[src/rtl/ibex_mem_arbiter.sv]
// ibex_mem_arbiter: arbitrates Ibex instr/data ports onto one 1-cycle-latency RAM.
// Define MEM_ARB_ROUND_ROBIN_EN for round-robin conflicts instead of instr priority with starvation counter.
module ibex_mem_arbiter #(
  parameter logic [31:0] MEM_START    = 32'h0000_0000,
  parameter int          MEM_SIZE     = 65536,
  parameter int          STARVE_LIMIT = 4
) (
  input  logic        clk_i,
  input  logic        rst_ni,
  input  logic        instr_req_i,
  input  logic [31:0] instr_addr_i,
  output logic        instr_gnt_o,
  output logic        instr_rvalid_o,
  output logic [31:0] instr_rdata_o,
  output logic        instr_err_o,
  input  logic        data_req_i,
  input  logic        data_we_i,
  input  logic [3:0]  data_be_i,
  input  logic [31:0] data_addr_i,
  input  logic [31:0] data_wdata_i,
  output logic        data_gnt_o,
  output logic        data_rvalid_o,
  output logic [31:0] data_rdata_o,
  output logic        data_err_o,
  output logic        mem_req_o,
  output logic        mem_we_o,
  output logic [3:0]  mem_be_o,
  output logic [31:0] mem_addr_o,
  output logic [31:0] mem_wdata_o,
  input  logic        mem_rvalid_i,
  input  logic [31:0] mem_rdata_i
);
  typedef enum logic [1:0] {NONE, INSTR, DATA} owner_e;
  localparam logic [31:0] MEM_MASK = 32'(MEM_SIZE - 1);
  owner_e owner_q, owner_d;
  logic err_q, err_d;
  logic data_wins, gi, gd, in_range;
  logic [31:0] addr;
`ifdef MEM_ARB_ROUND_ROBIN_EN
  logic rr_q, rr_d;
`else
  localparam int WW = STARVE_LIMIT > 0 ? $clog2(STARVE_LIMIT + 1) : 1;
  localparam logic [WW-1:0] LIM = WW'(STARVE_LIMIT);
  logic [WW-1:0] wait_q, wait_d;
`endif
  always_comb begin
`ifdef MEM_ARB_ROUND_ROBIN_EN
    data_wins = rr_q;
`else
    data_wins = (STARVE_LIMIT != 0) && (wait_q == LIM);
`endif
    gd = data_req_i && (!instr_req_i || data_wins);
    gi = instr_req_i && !gd;
    addr = gd ? data_addr_i : instr_addr_i;
    in_range = (addr & ~MEM_MASK) == MEM_START;
    mem_req_o = (gi || gd) && in_range;
    mem_we_o = gd && data_we_i;
    mem_be_o = gd ? data_be_i : gi ? 4'hf : 4'h0;
    mem_addr_o = (gi || gd) ? addr : 32'h0;
    mem_wdata_o = gd ? data_wdata_i : 32'h0;
    owner_d = gd ? DATA : gi ? INSTR : NONE;
    err_d = (gi || gd) && !in_range;
`ifdef MEM_ARB_ROUND_ROBIN_EN
    // rr_q names the port that wins the next conflict
    rr_d = (instr_req_i && data_req_i) ? ~rr_q : rr_q;
`else
    wait_d = (!data_req_i || gd) ? '0 : (wait_q == LIM) ? wait_q : wait_q + 1'b1;
`endif
  end
  always_ff @(posedge clk_i or negedge rst_ni) begin
    if (!rst_ni) begin
      owner_q <= NONE;
      err_q <= 1'b0;
`ifdef MEM_ARB_ROUND_ROBIN_EN
      rr_q <= 1'b0;
`else
      wait_q <= '0;
`endif
    end else begin
      owner_q <= owner_d;
      err_q <= err_d;
`ifdef MEM_ARB_ROUND_ROBIN_EN
      rr_q <= rr_d;
`else
      wait_q <= wait_d;
`endif
    end
  end
  assign instr_gnt_o = gi;
  assign data_gnt_o = gd;
  assign instr_rvalid_o = owner_q == INSTR;
  assign data_rvalid_o = owner_q == DATA;
  assign instr_err_o = instr_rvalid_o && err_q;
  assign data_err_o = data_rvalid_o && err_q;
  assign instr_rdata_o = (instr_rvalid_o && !err_q) ? mem_rdata_i : 32'h0;
  assign data_rdata_o = (data_rvalid_o && !err_q) ? mem_rdata_i : 32'h0;
  // response timing comes from owner_q, so the RAM must keep its fixed latency
  resp_valid_a: assert property (@(posedge clk_i) disable iff (!rst_ni)
    (owner_q != NONE && !err_q) |-> mem_rvalid_i)
    else $error("ibex_mem_arbiter: RAM did not return rvalid for in-range access");
endmodule
[config.mk]
export PLATFORM = sky130hd
export DESIGN_NAME = ibex_mem_arbiter
export DESIGN_NICKNAME = d
export VERILOG_FILES = /design/src/rtl/ibex_mem_arbiter.sv
export SDC_FILE = /design/constraint.sdc
export NUM_CORES = 1
export LEC_CHECK = 0
export ABC_AREA = 1
export CORE_AREA = 2 2 108 110
export CTS_CLUSTER_SIZE = 28
export DETAILED_ROUTE_END_ITERATION = 12
export DIE_AREA = 0 0 110 112
export PLACE_DENSITY = 0.61
export RECOVER_POWER = 100
export SYNTH_ARGS = -nofsm -noshare
export SYNTH_HDL_FRONTEND = slang
export SYNTH_SLANG_ARGS = --single-unit
[constraint.sdc]
create_clock -name clk_i -period 1.57 [get_ports clk_i]
set_input_delay 0.314 -clock clk_i [delete_from_list [all_inputs] [get_ports clk_i]]
set_output_delay 0.314 -clock clk_i [all_outputs]
set_load 0.02 [all_outputs]
# Word level (Yosys, flattened, before mapping)
# Index checks and enable logic that the tools add are counted.
# word_totals
ff_bits,6
in_bits,138
out_inout_bits,140
elab_cells,37
# classes
n_addsub,1
n_eq_ne,4
mux,11
reduce_logical,18
# op_table
cell,count
$mux W32,5
$logic_not A32 Y1,1
$logic_and A1 B1 Y1,9
$mux W4,2
$mux W3,2
$logic_not A1 Y1,5
$add A3 B1 Y3 const B,1
$eq A3 B3 Y1 const B,1
$logic_or A1 B1 Y1,3
$eq A2 B1 Y1 const B,1
$eq A2 B2 Y1 const B,1
$mux W2,1
$ne A2 B1 Y1 const B,1
$mux W1,1

# Longest topological paths before layout
# logic_depth
depth_word,7
mapped_depth,14
depth_no_buf,13

# Least setup slack after synthesis
# No wires, ideal clock.
# synth_path
kind,register to output
startpoint,register wait_q[0]
endpoint,output mem_req_o
arrival_time_ns,1.620
t_required_ns,1.256
slack_ns,-0.364
stages_incl_launch_ff,14
path_buffers,2
cell_sequence,dfrtp_1 -> inv_1 -> ha_1 -> nand2_1 -> nand2_2 -> buf_6 -> buf_12 -> nand3_1 -> nand2_1 -> nor2_1 -> nand2_1 -> nor2_1 -> nand2_1 -> nor2_1
# synth_between
elab_chain_cells,7
word_cells_on_any_way,9
classes_between,eq/ne: 1; mux: 1; reduce/logical: 7
# synth_rtl
element,line_no,source
"start, declared",44,"logic [WW-1:0] wait_q, wait_d;"
"start signal, assigned",85,wait_q <= wait_d;
$eq A3 B3 Y1 (*),50,data_wins = (STARVE_LIMIT != 0) && (wait_q == LIM);
$logic_or A1 B1 Y1 (*),52,gd = data_req_i && (!instr_req_i || data_wins);
$logic_and A1 B1 Y1 (*),52,
"parallel branches: the longest is 3 deep, another holds $mux W32",--,
$logic_and A1 B1 Y1 (*),56,mem_req_o = (gi || gd) && in_range;
"end, declared",25,"output logic mem_req_o,"
# Mark *: on every way between the ends.

# Worst setup path after layout
# layout_path
startpoint,register wait_q[1]
endpoint,output mem_addr_o[6]
# layout_between
elab_chain_cells,7
word_cells_on_any_way,8
classes_between,eq/ne: 1; mux: 2; reduce/logical: 5
# layout_rtl
element,line_no,source
$eq A3 B3 Y1 (*),50,
$logic_or A1 B1 Y1 (*),52,
$logic_and A1 B1 Y1 (*),52,
$logic_not A1 Y1,53,gi = instr_req_i && !gd;
$logic_and A1 B1 Y1,53,
$logic_or A1 B1 Y1,59,mem_addr_o = (gi || gd) ? addr : 32'h0;
$mux W32 (*),59,
"end, declared",28,"output logic [31:0] mem_addr_o,"
# Mark *: on every way between the ends. The rest lies on a longest branch, timed or not.

==> flow_metrics.env <==
export IMPL_grt_usage_pct=18.87
export IMPL_synth_seq_area_share_pct=8.282
export IMPL_grt_pass1_wl_um=18460
export IMPL_fin_cells=902
export IMPL_reg2reg_from="wait_q[1]$_DFFE_PN0P_"
export IMPL_seq_power_share_pct=6.8
export IMPL_root_buffer="clkbuf_16"
export IMPL_intPower_mw=1.529
export IMPL_syn_area_per_cell_um2=4.697
export IMPL_dieArea_um2=12320
export IMPL_antenna_left=0
export IMPL_setup_slack_ps=-706.8
export IMPL_final_util_pct=67.38
export IMPL_fmax_mhz=439.2
export IMPL_drive_above_1_share_pct=57.97
export IMPL_n_fill_cell=858
export IMPL_hpwl_um=9200
export IMPL_holdCritPathClass="primary input to asynchronous set/reset pin"
export IMPL_required_ps=1260
export IMPL_synthTopCellsByCount="nor2_1, inv_1, nand2_1, nand3b_1, a22o_1"
export IMPL_power_switching_mw=0.9487
export IMPL_worstMarginPinSlew_ps=281.9
export IMPL_antenna_found_initial=2
export IMPL_worst_path_max_fanout=8
export IMPL_die_y_um=112
export IMPL_cp_start_kind="flop"
export IMPL_synth_edf_count=0
export IMPL_reg2reg_to="err_q$_DFF_PN0_"
export IMPL_area_growth_pct=315.3
export IMPL_num_rows=39
export IMPL_core_um2=11170
export IMPL_worst_setup_path_end_kind="primary output"
export IMPL_cts_tree="built"
export IMPL_min_period_ps=2277
export IMPL_ios=278
export IMPL_setup_viol=139
export IMPL_port_buffers=276
export IMPL_clockBufferDepth=2
export IMPL_r2r_slack_ps=-280
export IMPL_synthTopCellsByArea="nor2_1, inv_1, nand2_1"
export IMPL_dp_cells=824
export IMPL_place_area_um2=5789
export IMPL_hold_viol_final=0
export IMPL_path_class="flop to primary output"
export IMPL_grt_max_degree=19
export IMPL_initial_core_util_pct=16.22
export IMPL_syn_instance_count=386
export IMPL_finClkSkew_ps=0.8836
export IMPL_p_leak_nw=3.572
export IMPL_num_vias=3810
export IMPL_p_sw_share_pct=38.28
export IMPL_wl_per_cell_um=15.35
export IMPL_hold_buffers=0
export IMPL_synth_area_um2=1813
export IMPL_yosys_area_top_type="nor2_1"
export IMPL_first_iter_violations=90
export IMPL_die_x_um=110
export IMPL_fin_crit_sh_pct=145.0
export IMPL_p_clk_share_pct=16.5
export IMPL_reg2reg_depth=16
export IMPL_diodes=0
export IMPL_htree_num_levels=1
export IMPL_outcome="finished, violations left"
export IMPL_synthArstFlopShare_pct=100.0
export IMPL_viasPerCell=4.224
export IMPL_globalRoute_totalOverflow=0
export IMPL_violations="negative setup slack"
export IMPL_postLayoutCellArea_um2=7530
export IMPL_slew_viol_final=0
export IMPL_power_per_cell_area_nw_per_um2=329.1
export IMPL_cts_reportedPaths_clkPinSlew_ps=30
export IMPL_numClockSinks=6
export IMPL_drc=0
export IMPL_gp_congestion=0.8584
export IMPL_ys_ff_latch=6
export IMPL_synth_top_area_share_pct=26.92
export IMPL_ys_flop_type="dfrtp_1"
export IMPL_p_total_mw=2.478
export IMPL_cts_inserted_buffers=3
export IMPL_clkLatencyLatePin_ps=230
export IMPL_drv_cap=0
export IMPL_drt_pass1_iter_count=4
export IMPL_ys_types=20
export IMPL_finalWirelength_um=13850
export IMPL_grt_pass1_vias=3726
export IMPL_p_comb_share_pct=76.7
export IMPL_synth_fp_nets=526
export IMPL_slew_headroom_pct=81.15
export IMPL_rsz0062_at_grt="true"
export IMPL_arrival_ps=1960
export IMPL_layout_nets=901
export IMPL_yosysMostFrequentCell="nor2_1"
export IMPL_ys_warn_count=0
export IMPL_ir_worst_vdd_mv=0.2335
-- layout by cell type, fill, tap and decap left out, drive strengths merged --
| cell | instances |
|---|---|
| clkdlybuf4s50 | 133 |
| nor3 | 4 |
| inv | 92 |
| nand3 | 11 |
| nand2 | 85 |
| dlygate4sd3 | 1 |
| dlygate4sd2 | 2 |
| xnor2 | 1 |
| clkinv | 1 |
| ha | 2 |
| a21oi | 3 |
| nor3b | 1 |
| clkbuf | 10 |
| nor2 | 130 |
| buf | 250 |
| a22o | 13 |
| dfrtp | 6 |
| nand3b | 14 |
-- flip-flops by register name, indices dropped and copies added (netlist names) --
name	cells
wait_q	3
err_q	1
owner_q	2
-- logic make-up (layout without fill, tap and decap cells) --
group                    Yosys count  in the layout  share of synthesized area [%]
AND/OR/NAND/NOR                  245            245                          55.42
buffers and inverters            116            489                          27.33
AO/OA/AOI/OAI                     16             16                          7.108
flip-flops                         6              6                          8.281
adder cells (fa/ha/maj)            2              2                          1.380
XOR/XNOR                           1              1                         0.4832
-- area by class of cell --
class	count	area [um2]	area share [%]
Inverter	93	369.1	4.902
Timing Repair Buffer	393	4397	58.39
Multi-Input combinational cell	264	2360	31.34
Clock buffer	3	75.07	0.9970
Tap cell	143	178.9	2.376
Sequential cell	6	150.1	1.994
-- how the worst max path moves through the flow --
stage,from,slack (ps),cells after the start,to
2_1_floorplan,wait_q[0]$_DFFE_PN0P_,-250,13,mem_req_o
3_3_place_gp,data_req_i,-1070,11,mem_req_o
3_5_place_dp,instr_req_i,-1090,12,mem_req_o
4_1_cts,wait_q[1]$_DFFE_PN0P_,-690,14,mem_req_o
5_1_grt,wait_q[0]$_DFFE_PN0P_,-800,15,mem_req_o
6_report,wait_q[1]$_DFFE_PN0P_,-710,12,mem_addr_o[6]
-- routing by layer --
| layer | global-route usage, % | part of all wire (%) | vias up |
|---|---|---|---|
| li1 | - | - | 1870 |
| met1 | 18.53 | 32 | 1727 |
| met2 | 37.67 | 55 | 173 |
| met3 | 5.269 | 9.1 | 36 |
| met4 | 4.304 | 2.8 | 4 |
| met5 | 0 | 0.22 | - |
-- through the flow --
stage | TNS, ps | worst slack, ps | hold slack (ps)
floorplan | -4418 | -245.0 | 18.41
global placement | -85520 | -1069 | 509.1
detailed placement | -89320 | -1090 | 526.1
CTS | -50040 | -689.5 | 344.1
global route | -65920 | -797.0 | 443.0
finish | -57490 | -706.8 | 403.2
-- timing repair --
| item | 4_1_cts | 5_1_grt |
|---|---|---|
| hold endpoints to repair | 0 | 0 |
| setup buffers | 31 | 39 |
| gates resized for setup | 870 | 158 |
| gates cloned | 9 | 5 |
| pin swaps | 19 | 29 |
| setup endpoints to repair | 141 | 142 |
-- power by group through the flow --
stage | Sequential, mW | Clock [mW] | Combinational, mW
2_1_floorplan | 0.168 | 0 | 0.694
3_3_place_gp | 0.168 | 0 | 1.47
3_5_place_dp | 0.169 | 0 | 1.48
4_1_cts | 0.167 | 0.421 | 1.68
5_1_grt | 0.168 | 0.431 | 2.01
6_report | 0.168 | 0.409 | 1.90
-- worst max-delay path: stages, from the launching register on --
cell	delay (ps)
dfrtp_1	380
inv_2	80
ha_4	140
nand2_4	60
nand2_8	110
nand2_8	80
buf_4	150
buf_12	140
nand2_8	60
inv_6	40
buf_12	130
a22o_4	210
buf_4	150
Note: power is estimated with default switching activity, not from simulation.
